$ cat src/rtl/sync_fifo_prog.sv
// Single-clock FIFO with programmable almost-full/almost-empty thresholds,
// selectable registered or first-word-fall-through read, flush and sticky error flags.
module sync_fifo_prog #(
  parameter int DATA_WIDTH = 8,
  parameter int DEPTH      = 16,
  parameter int AF_LEVEL   = DEPTH - 4,
  parameter int AE_LEVEL   = 4,
  parameter int FWFT       = 0
) (
  input  logic                     clk,
  input  logic                     rst_n,
  input  logic                     flush,
  input  logic                     wr_en,
  input  logic [DATA_WIDTH-1:0]    wr_data,
  input  logic                     rd_en,
  output logic [DATA_WIDTH-1:0]    rd_data,
  output logic                     rd_valid,
  output logic                     full,
  output logic                     empty,
  output logic                     almost_full,
  output logic                     almost_empty,
  output logic [$clog2(DEPTH):0]   count,
  output logic                     overflow,
  output logic                     underflow
);

  localparam int AW = $clog2(DEPTH);
  localparam int CW = AW + 1;

  logic [DATA_WIDTH-1:0] mem [DEPTH];
  logic [AW-1:0]         wr_ptr;
  logic [AW-1:0]         rd_ptr;
  logic                  wr_acc;
  logic                  rd_acc;

  // Full takes priority over a concurrent read: both accepts look at pre-edge state.
  assign wr_acc = wr_en & ~full;
  assign rd_acc = rd_en & ~empty;

  assign full         = (count == CW'(DEPTH));
  assign empty        = (count == '0);
  assign almost_full  = (count >= CW'(AF_LEVEL));
  assign almost_empty = (count <= CW'(AE_LEVEL));

  // NOTE: sequential state uses non-blocking assignments so every register
  // samples pre-edge values, which the accept logic above relies on.
  always_ff @(posedge clk or negedge rst_n) begin
    if (!rst_n) begin
      wr_ptr    <= '0;
      rd_ptr    <= '0;
      count     <= '0;
      overflow  <= 1'b0;
      underflow <= 1'b0;
    end else if (flush) begin
      wr_ptr    <= '0;
      rd_ptr    <= '0;
      count     <= '0;
      overflow  <= 1'b0;
      underflow <= 1'b0;
    end else begin
      if (wr_acc) wr_ptr <= wr_ptr + AW'(1);
      if (rd_acc) rd_ptr <= rd_ptr + AW'(1);
      count <= count + CW'(wr_acc) - CW'(rd_acc);
      if (wr_en & full)  overflow  <= 1'b1;
      if (rd_en & empty) underflow <= 1'b1;
    end
  end

  // NOTE: the storage array has no reset; flush and reset only move pointers,
  // so stale words are never visible and the array can map onto plain RAM.
  always_ff @(posedge clk) begin
    if (wr_acc && !flush) mem[wr_ptr] <= wr_data;
  end

  if (FWFT != 0) begin : g_fwft
    assign rd_data  = mem[rd_ptr];
    assign rd_valid = ~empty;
  end else begin : g_std
    logic [DATA_WIDTH-1:0] rd_data_q;
    logic                  rd_valid_q;

    always_ff @(posedge clk or negedge rst_n) begin
      if (!rst_n) begin
        rd_data_q  <= '0;
        rd_valid_q <= 1'b0;
      end else if (flush) begin
        rd_data_q  <= '0;
        rd_valid_q <= 1'b0;
      end else begin
        rd_valid_q <= rd_acc;
        if (rd_acc) rd_data_q <= mem[rd_ptr];
      end
    end

    assign rd_data  = rd_data_q;
    assign rd_valid = rd_valid_q;
  end

endmodule

$ cat config.mk
export PLATFORM = sky130hd
export DESIGN_NAME = sync_fifo_prog
export DESIGN_NICKNAME = d
export VERILOG_FILES = /design/src/rtl/sync_fifo_prog.sv
export SDC_FILE = /design/constraint.sdc
export NUM_CORES = 1
export LEC_CHECK = 0
export BUFFER_PORTS_ARGS = -buffer_cell sky130_fd_sc_hd__buf_2
export CORE_MARGIN = 10
export CORE_UTILIZATION = 44
export CTS_CLUSTER_SIZE = 28
export DETAILED_ROUTE_END_ITERATION = 8
export GPL_ROUTABILITY_DRIVEN = 0
export GPL_TIMING_DRIVEN = 0
export PLACE_DENSITY_LB_ADDON = 0.12
export SLEW_MARGIN = 20
export SYNTH_ARGS = -nofsm -noshare
export SYNTH_HDL_FRONTEND = slang
export SYNTH_SLANG_ARGS = --single-unit
$ cat constraint.sdc
create_clock -name clk -period 3.77 [get_ports clk]
set_input_delay 0 -clock clk [delete_from_list [all_inputs] [get_ports clk]]
set_output_delay 0 -clock clk [all_outputs]
set_load 0.05 [all_outputs]
# Yosys cells after proc, flatten, opt, wreduce, memory -nomap -nowiden
# Memories as Yosys holds them, arrays and structs flattened.
# Index checks and enable logic that the tools add are counted.
dict set report totals {
  word_cells 42
  rom_bits 0
  register_bits 24
  latch_bits 0
  ramBits 128
  mem_count 1
  output_inout_bits 20
}
dict set report op_classes {
  div 0
  bitwise_logic 6
  eq_ne 1
  n_mux 14
  reduce_logical 7
  n_addsub 4
  order_cmp 2
  multipliers 0
  shift 0
}
# memory words width read_ports rd_ports_with_merged_regs wr line_no
set mem_list {}
lappend mem_list {mem 16 8 1 0 1 30} ;# logic [DATA_WIDTH-1:0] mem [DEPTH];
# op n
set ops {}
lappend ops {{two-way mux 4 bit} 4}
lappend ops {{two-way mux 8 bit} 2}
lappend ops {{adder 4 x 1 -> 4 bit (second input constant)} 2}
lappend ops {{nonzero test 2 bit} 4}
lappend ops {{two-way mux 1 bit} 7}
lappend ops {{adder 5 x 1 -> 5 bit} 1}
lappend ops {{equality test 5 bit (second input constant)} 1}
lappend ops {{>= comparator 5 x 4 -> 1 bit (second input constant)} 1}
lappend ops {{less-or-equal comparator 5 x 3 -> 1 bit (second input constant)} 1}
lappend ops {{logical NOT 5 bit} 1}
lappend ops {{two-way mux 5 bit} 1}
lappend ops {{subtractor 5 x 1 -> 5 bit} 1}
lappend ops {{AND 1 bit} 4}
lappend ops {{inverter 1 bit} 2}
lappend ops {{logical AND 1 bit} 1}
lappend ops {{logical NOT 1 bit} 1}

# Depth between registers and ports, before layout
# Gate-level depths: netlist (run 1).
dict set report logic_depth {
  word_depth 6
  ltp_mapped 14
}

# Worst setup path before layout (run 1)
# OpenSTA, ideal clock, no wires.
dict set report synth_timing {
  kind {reg2reg}
  startpoint {register count[3]}
  endpoint {register count[4]}
  stages_incl_launch_ff 15
  setup_ps 133
  arrival_time_ps 2930
  slack_ps 707
  path_buffers 2
  synth_period_minus_slack_ps 3063
  cell_sequence {dfrtp_1 > inv_1 > ha_1 > or4b_1 > buf_4 > nand2_4 > buf_4 > xor2_1 > ha_1 > inv_1 > fa_1 > nand2b_1 > a21oi_1 > or3_1 > a21oi_1}
}
dict set report synth_between {
  elab_chain_len 6
}
# element line_no
set synth_rtl {}
lappend synth_rtl {{start: declaration} 22} ;# output logic [$clog2(DEPTH):0] count,
lappend synth_rtl {{start signal: assignment} 63} ;# count <= count + CW'(wr_acc) - CW'(rd_acc);
lappend synth_rtl {{equality test 5 bit} 40} ;# assign full = (count == CW'(DEPTH));
lappend synth_rtl {{inverter 1 bit} 37} ;# assign wr_acc = wr_en & ~full;
lappend synth_rtl {{AND 1 bit} 37}
lappend synth_rtl {{adder 5 x 1 -> 5 bit} 63}
lappend synth_rtl {{subtractor 5 x 1 -> 5 bit *} 63}
lappend synth_rtl {{two-way mux 5 bit *} 54} ;# end else if (flush) begin
# Every way passes the cells marked *; elsewhere a longest branch is shown, timed or not.
# A chain may end at the register's enable or synchronous reset.

# Final worst setup path (run 1)
# Ends and elaborated chain as after synthesis.

==> results of run 1 <==
where the power goes:
group / leakage, nW / switching (mW) / internal (mW)
registers: 1.48 / 0.0656 / 1.91
clock network: 0.264 / 0.703 / 0.858
logic: 0.860 / 0.733 / 0.422
per-layer routing:
metal  up-vias  share of wire [%]  wire (um)  track usage (%)
met2        78                 50       6380             21.6
li1       1459                  -          -                -
met4         0                1.1        137             4.73
met5         -                  0          0                0
met1      1617                 44       5650             17.4
met3        13                4.9        628             3.88
final cells by class:
| type | instances | area, um^2 |
|---|---|---|
| well taps | 180 | 225 |
| repair buffers | 43 | 270 |
| clock buffers | 18 | 429 |
| clock inverters | 14 | 115 |
| multi-input cells | 157 | 1720 |
| plain buffers | 18 | 119 |
| inverters | 11 | 41.3 |
| fillers | 1135 | 6570 |
| flip-flops and latches | 152 | 4440 |
Yosys cell counts (all sizes together), types with 4 or more instances:
library cell and count:
a21oi 7, buf 13, clkbuf 5, dfrtp 24, edfxtp 128, ha 14
inv 11, mux2i 16, mux4 32, nand2 10, nand3 7, nand3b 8
nor2 25, nor3 4, o221ai 8, xor2 7
per-stage QoR:
stage | cells | utilization (%) | instance area (um^2) | hold slack, ns
finish | 593 | 52.9 | 7360 | 0.0257
global route | 593 | 52.9 | 7360 | 0.0547
CTS | 593 | 52.9 | 7360 | 0.0138
detailed placement | 551 | 48.2 | 6720 | 0.0328
global placement | 549 | 48.0 | 6690 | 0.0275
floorplan | 338 | - | 6300 | -0.296
tightest hold or removal path: cells and delay by family:
| family | cells | cell delay (ns) |
|---|---|---|
| AOI/OAI and AO/OA | 1 | 0.06 |
| buffers and inverters | 1 | 0.20 |
| and+or+nand+nor | 1 | 0.14 |
registers in the layout (all words and copies together), names as in the netlist:
| name | flops |
|---|---|
| rd_valid | 1 |
| mem | 128 |
| wr_ptr | 4 |
| underflow | 1 |
| rd_ptr | 4 |
| overflow | 1 |
| count | 5 |
| rd_data | 8 |
final timing paths:
| path | startpoint | to | slack [ns] | cells past startpoint |
|---|---|---|---|---|
| max | count[3] | count[4] | 0.65 | 14 |
| min | rd_en | rd_ptr[1] | 0.03 | 3 |
| max reg2reg | count[3] | count[4] | 0.65 | 14 |
| min reg2reg | underflow | underflow | 0.49 | 2 |
| max in group asynchronous | rst_n | rd_data[2] | 3.26 | 2 |
| min in group asynchronous | rst_n | wr_ptr[1] | 0.11 | 2 |
cell families after synthesis:
group / synth area share, %
flip-flops: 70.5
AND/OR/NAND/NOR: 5.68
multiplexers: 14.0
buffers and inverters: 2.54
AO/OA/AOI/OAI: 2.98
adder cells (fa/ha/maj): 3.10
XOR/XNOR: 1.25
timing repair:
| item | in CTS | in global routing |
|---|---|---|
| hold buffers | 10 | 0 |
| resized for setup | 0 | 0 |
| setup buffers | 0 | 0 |
| endpoints found under the setup margin | 0 | 0 |
| hold endpoints to repair | 155 | 0 |
==> impl_metrics.json, run 1 <==
{
  "critPathArrivalTime_ns": 3.40,
  "yosys.area.top_type_share_pct": 61.0,
  "drv_cap": 0,
  "n_antenna_cell": 0,
  "die_width_um": 140,
  "place_ws_ns": 0.608,
  "ant_nets": 0,
  "ir_worst_vdd_uv": 501,
  "grt_max_degree": 25,
  "io_buffers": 31,
  "cpMaxStageDelayCell": "or4b_1",
  "die_h_um": 140,
  "syn-num-nets": 366,
  "critical_path_peak_fanout": 10,
  "worstSetupPathType": "flop to flop",
  "crit_path_end_kind": "flop",
  "finalCritPeriodShare_pct": 82.8,
  "tritoncts": "yes",
  "yosysSeqAreaShare_pct": 70.5,
  "max_freq_mhz": 320,
  "syn_area_per_cell_um2": 18.7,
  "cts_buffer_depth": 2,
  "cts_made_buffers": 17,
  "path_buf_inv": 4,
  "max_stage_delay_ns": 0.45,
  "synthFlopType": "edfxtp_1",
  "ios": 33,
  "final_cell_mix": "edfxtp_1 (128), buf_2 (36), mux4_2 (32)",
  "syn_area_um2": 6300,
  "grt_pass1_wl_um": 19800,
  "max_slew.worst_pin.slew_ns": 1.01,
  "grt_usage_pct": 13.6,
  "path_cells": "inv_1 > ha_1 > or4b_1 > buf_4 > nand2_4 > buf_4 > xor2_1 > ha_1 > inv_1 > fa_1 > nand2b_1 > a21oi_1 > or3_1 > a21oi_1",
  "p_total_mw": 4.69,
  "clk_pin_slew_worst_paths_ns": 0.06,
  "final_max_slew_viol_count": 0,
  "final_common_cell": "edfxtp_1",
  "relSlewSlack_pct": 32.6,
  "core-area_um2": 13900,
  "setup_ws_ns": 0.648,
  "drive_above_1_share_pct": 30.3,
  "vias_per_cell": 5.34,
  "ys_types": 37,
  "root_buffer": "clkbuf_16",
  "status": "finished, final reports clean",
  "final_net_count": 428,
  "fin_setup_tns_ns": 0,
  "cp_top_family": "simple AND/OR/NAND/NOR gates",
  "period_needed_ns": 3.12,
  "wl_um": 12800,
  "clk_latency_ns": 0.42,
  "yosys_warnings": 0,
  "critPathLaunchType": "flop",
  "hp-class": "input port to flop",
  "finalHoldViolations": 0,
  "dr.pass1.iters": 5,
  "place_hpwl_um": 8460,
  "fin_worst_skew_ns": 0.0109,
  "wl_per_cell_um": 21.6,
  "ys_seq_elements": 152,
  "start_util_pct": 45.2,
  "grt_setup_unrepaired": "false",
  "antenna_found_initial": 0,
  "critPathRequiredTime_ns": 4.05,
  "async_reset_ff_share_pct": 15.8,
  "p_leak_nw": 2.60,
  "cts_max_level": 4,
  "via_count": 3167,
  "overflow": 0,
  "clock_sinks": 152,
  "syn_inst": 338,
  "power_density_nw_per_um2": 637,
  "rows": 43,
  "grt_pass1_vias": 3365,
  "yosys.area.top_type": "edfxtp_1",
  "drt_iter0_markers": 224,
  "drc": 0,
  "setup_viol": 0,
  "synth_edf_count": 128,
  "fp.dieArea_um2": 19500,
  "syn_to_final_growth_pct": 16.8,
  "synth_area_leaders": "edfxtp_1 (61%), mux4_2 (11%), dfrtp_1 (9.5%)"
}
(Power assumes the default switching activity.)
==> inputs of run 2 (changes only) <==
- ABC_AREA: not set -> 1
- clock period: 3.77 -> 2.5 ns (I/O delays scaled with it)
==> run 2 against run 1 <==
  * First-iteration DRC count up 71%
  * Cell count up 50%
  * Wire length up 28%
  * Synthesized area up 5.0%
  * Flip-flop and latch count unchanged
  * Worst hold slack worse by 0.011 ns
  * Critical path depth up 3
  * Sequential share of layout area down 3.1 points
  * Worst setup slack worse by 0.53 ns
  * Clock-buffer cell count up 8
==> impl_metrics.json, run 2 <==
{
  "setup_viol": 0,
  "critPathRequiredTime_ns": 2.80,
  "grt_pass1_wl_um": 24900,
  "cpMaxStageDelayCell": "dfrtp_2",
  "dr.pass1.iters": 5,
  "synth.most_common_cell": "nand2_1",
  "drt_iter0_markers": 384,
  "via_count": 4565,
  "place_hpwl_um": 11100,
  "clk_pin_slew_worst_paths_ns": 0.06,
  "ios": 33,
  "clk_latency_ns": 0.42,
  "antenna_found_initial": 0,
  "root_buffer": "clkbuf_16",
  "status": "finished, final reports clean",
  "fp.dieArea_um2": 20400,
  "die_width_um": 143,
  "synthFlopType": "edfxtp_1",
  "worstSetupPathType": "flop to flop",
  "cp_top_family": "adder cells",
  "top_register": "mem",
  "seq_area_um2": 4450,
  "max_slew.worst_pin.slew_ns": 0.810,
  "rows": 44,
  "multi_input_area_um2": 1840,
  "async_reset_ff_share_pct": 15.8,
  "crit_path_end_kind": "flop",
  "finalCritPeriodShare_pct": 95.2,
  "overflow": 0,
  "grt_setup_unrepaired": "false",
  "grt_pass1_vias": 4440,
  "syn_inst": 629,
  "syn_area_per_cell_um2": 10.5,
  "final_net_count": 720,
  "ant_nets": 0,
  "syn-num-nets": 657,
  "fin_setup_tns_ns": 0,
  "ys_seq_elements": 152,
  "path_buf_inv": 5,
  "tritoncts": "yes",
  "n_antenna_cell": 0,
  "cts_buffer_depth": 2,
  "vias_per_cell": 5.13,
  "wl_per_cell_um": 18.4,
  "hp-class": "input port to flop",
  "grt_max_degree": 25,
  "core-area_um2": 14600,
  "power_density_nw_per_um2": 976,
  "place_ws_ns": -0.173,
  "syn_to_final_growth_pct": 17.3,
  "grt_usage_pct": 16.5,
  "fin_area_um2": 7770,
  "critPathArrivalTime_ns": 2.68,
  "period_needed_ns": 2.38,
  "hold_slack_ns": 0.0148,
  "yosys.area.top_type_share_pct": 58.0,
  "max_stage_delay_ns": 0.43,
  "setup_ws_ns": 0.120,
  "critical_path_peak_fanout": 4,
  "finalHoldViolations": 0,
  "ir_worst_vdd_uv": 704,
  "start_util_pct": 45.2,
  "die_h_um": 143,
  "yosysSeqAreaShare_pct": 67.1,
  "final_cell_mix": "nand2_1 (206), edfxtp_1 (128), nand3_1 (76)",
  "wl_um": 16400,
  "cts_max_level": 4,
  "p_leak_nw": 3.27,
  "drive_above_1_share_pct": 15.7,
  "cpMostUsedCell": "inv_1",
  "crit_start": "count[3]",
  "largest_reg_flops": 128,
  "relSlewSlack_pct": 45.8,
  "r2r_start": "count[3]",
  "final_max_slew_viol_count": 0,
  "cts_made_buffers": 17,
  "fin_worst_skew_ns": 0.00562,
  "nFillCells": 1302,
  "ys_types": 24,
  "dpl_cell_area_um2": 7060,
  "min_from": "wr_data[7]",
  "synth_area_leaders": "edfxtp_1 (58%), nand2_1 (12%), dfrtp_1 (9.1%)",
  "clock_sinks": 152,
  "path_cells": "inv_2 > ha_2 > nand3_4 > nand2_4 > inv_2 > nor2_2 > inv_1 > nand2_1 > ha_1 > inv_1 > fa_2 > inv_1 > a21oi_1 > nor2_1 > nor2_1 > o21ai_1 > a21oi_1",
  "drc": 0,
  "syn_area_um2": 6620,
  "max_freq_mhz": 420,
  "synth_edf_count": 128,
  "io_buffers": 32,
  "yosys_warnings": 0,
  "drv_cap": 0,
  "yosys.area.top_type": "edfxtp_1",
  "final_common_cell": "nand2_1",
  "yosys-top-cells-count": "nand2_1 (207), edfxtp_1 (128), nand3_1 (77)",
  "critPathLaunchType": "flop"
}
## run 2: path summary, 6_finish.rpt
| kind | depth (start not counted) | end | slack [ns] |
|---|---|---|---|
| worst max-delay path | 17 | count[4] | 0.12 |
| worst min-delay path | 1 | mem[5][7] | 0.01 |
| worst max register to register | 17 | count[4] | 0.12 |
| worst min register to register | 2 | rd_data[2] | 0.47 |
| max in group asynchronous | 2 | count[3] | 1.97 |
| min in group asynchronous | 2 | rd_data[4] | 0.13 |
## run 2: worst register-to-register path, stage by stage (launching register included)
cell,delay [ns]
dfrtp_2,0.43
inv_2,0.09
ha_2,0.21
nand3_4,0.09
nand2_4,0.08
inv_2,0.06
nor2_2,0.13
inv_1,0.07
nand2_1,0.08
ha_1,0.17
inv_1,0.07
fa_2,0.36
inv_1,0.06
a21oi_1,0.06
nor2_1,0.09
nor2_1,0.06
o21ai_1,0.12
a21oi_1,0.06
## run 2: layout make-up
class                      count  share of cell area [%]
sequential                   152                    57.3
clock buffer                  26                    6.83
buffer                        22                    2.06
multi-input combinational    386                    23.6
clock inverter                 6                   0.483
inverter                      69                    3.33
tap                          184                    2.96
timing repair buffer          44                    3.41
## run 2: repair_timing
action,in CTS,in global routing
setup endpoints to repair,1,81
hold endpoints to repair,61,0
hold buffers,6,0
resized for setup,4,8
pin swaps,2,1
setup buffers,4,2
## run 2: metal layers
layer / up-vias / wire (um) / GRT usage [%]
met5: - / 0 / 0
met4: 0 / 230 / 4.56
met3: 22 / 724 / 4.44
met2: 114 / 8060 / 27.1
met1: 2225 / 7360 / 21.1
li1: 2204 / - / -
## run 2: cell families after synthesis
kind of cell / after synthesis / share of synthesized area [%]
adder cells (fa/ha/maj): 15 / 2.95
buffers and inverters: 91 / 6.33
AO/OA/AOI/OAI: 27 / 2.25
AND/OR/NAND/NOR: 344 / 21.4
flip-flops: 152 / 67.1
## run 2: per-stage QoR
step,cells,utilization (%),total power [mW]
floorplan,629,-,4.50
global placement,845,47.9,5.07
detailed placement,845,48.2,5.12
CTS,887,52.7,7.56
global route,889,53.0,7.94
finish,889,53.0,7.58
## run 2: power breakdown
group | switching (mW) | total [mW] | internal (mW)
combinational | 1.55 | 2.18 | 0.630
clock | 0.958 | 2.41 | 1.46
sequential | 0.0969 | 2.99 | 2.89
total | 2.61 | 7.58 | 4.97
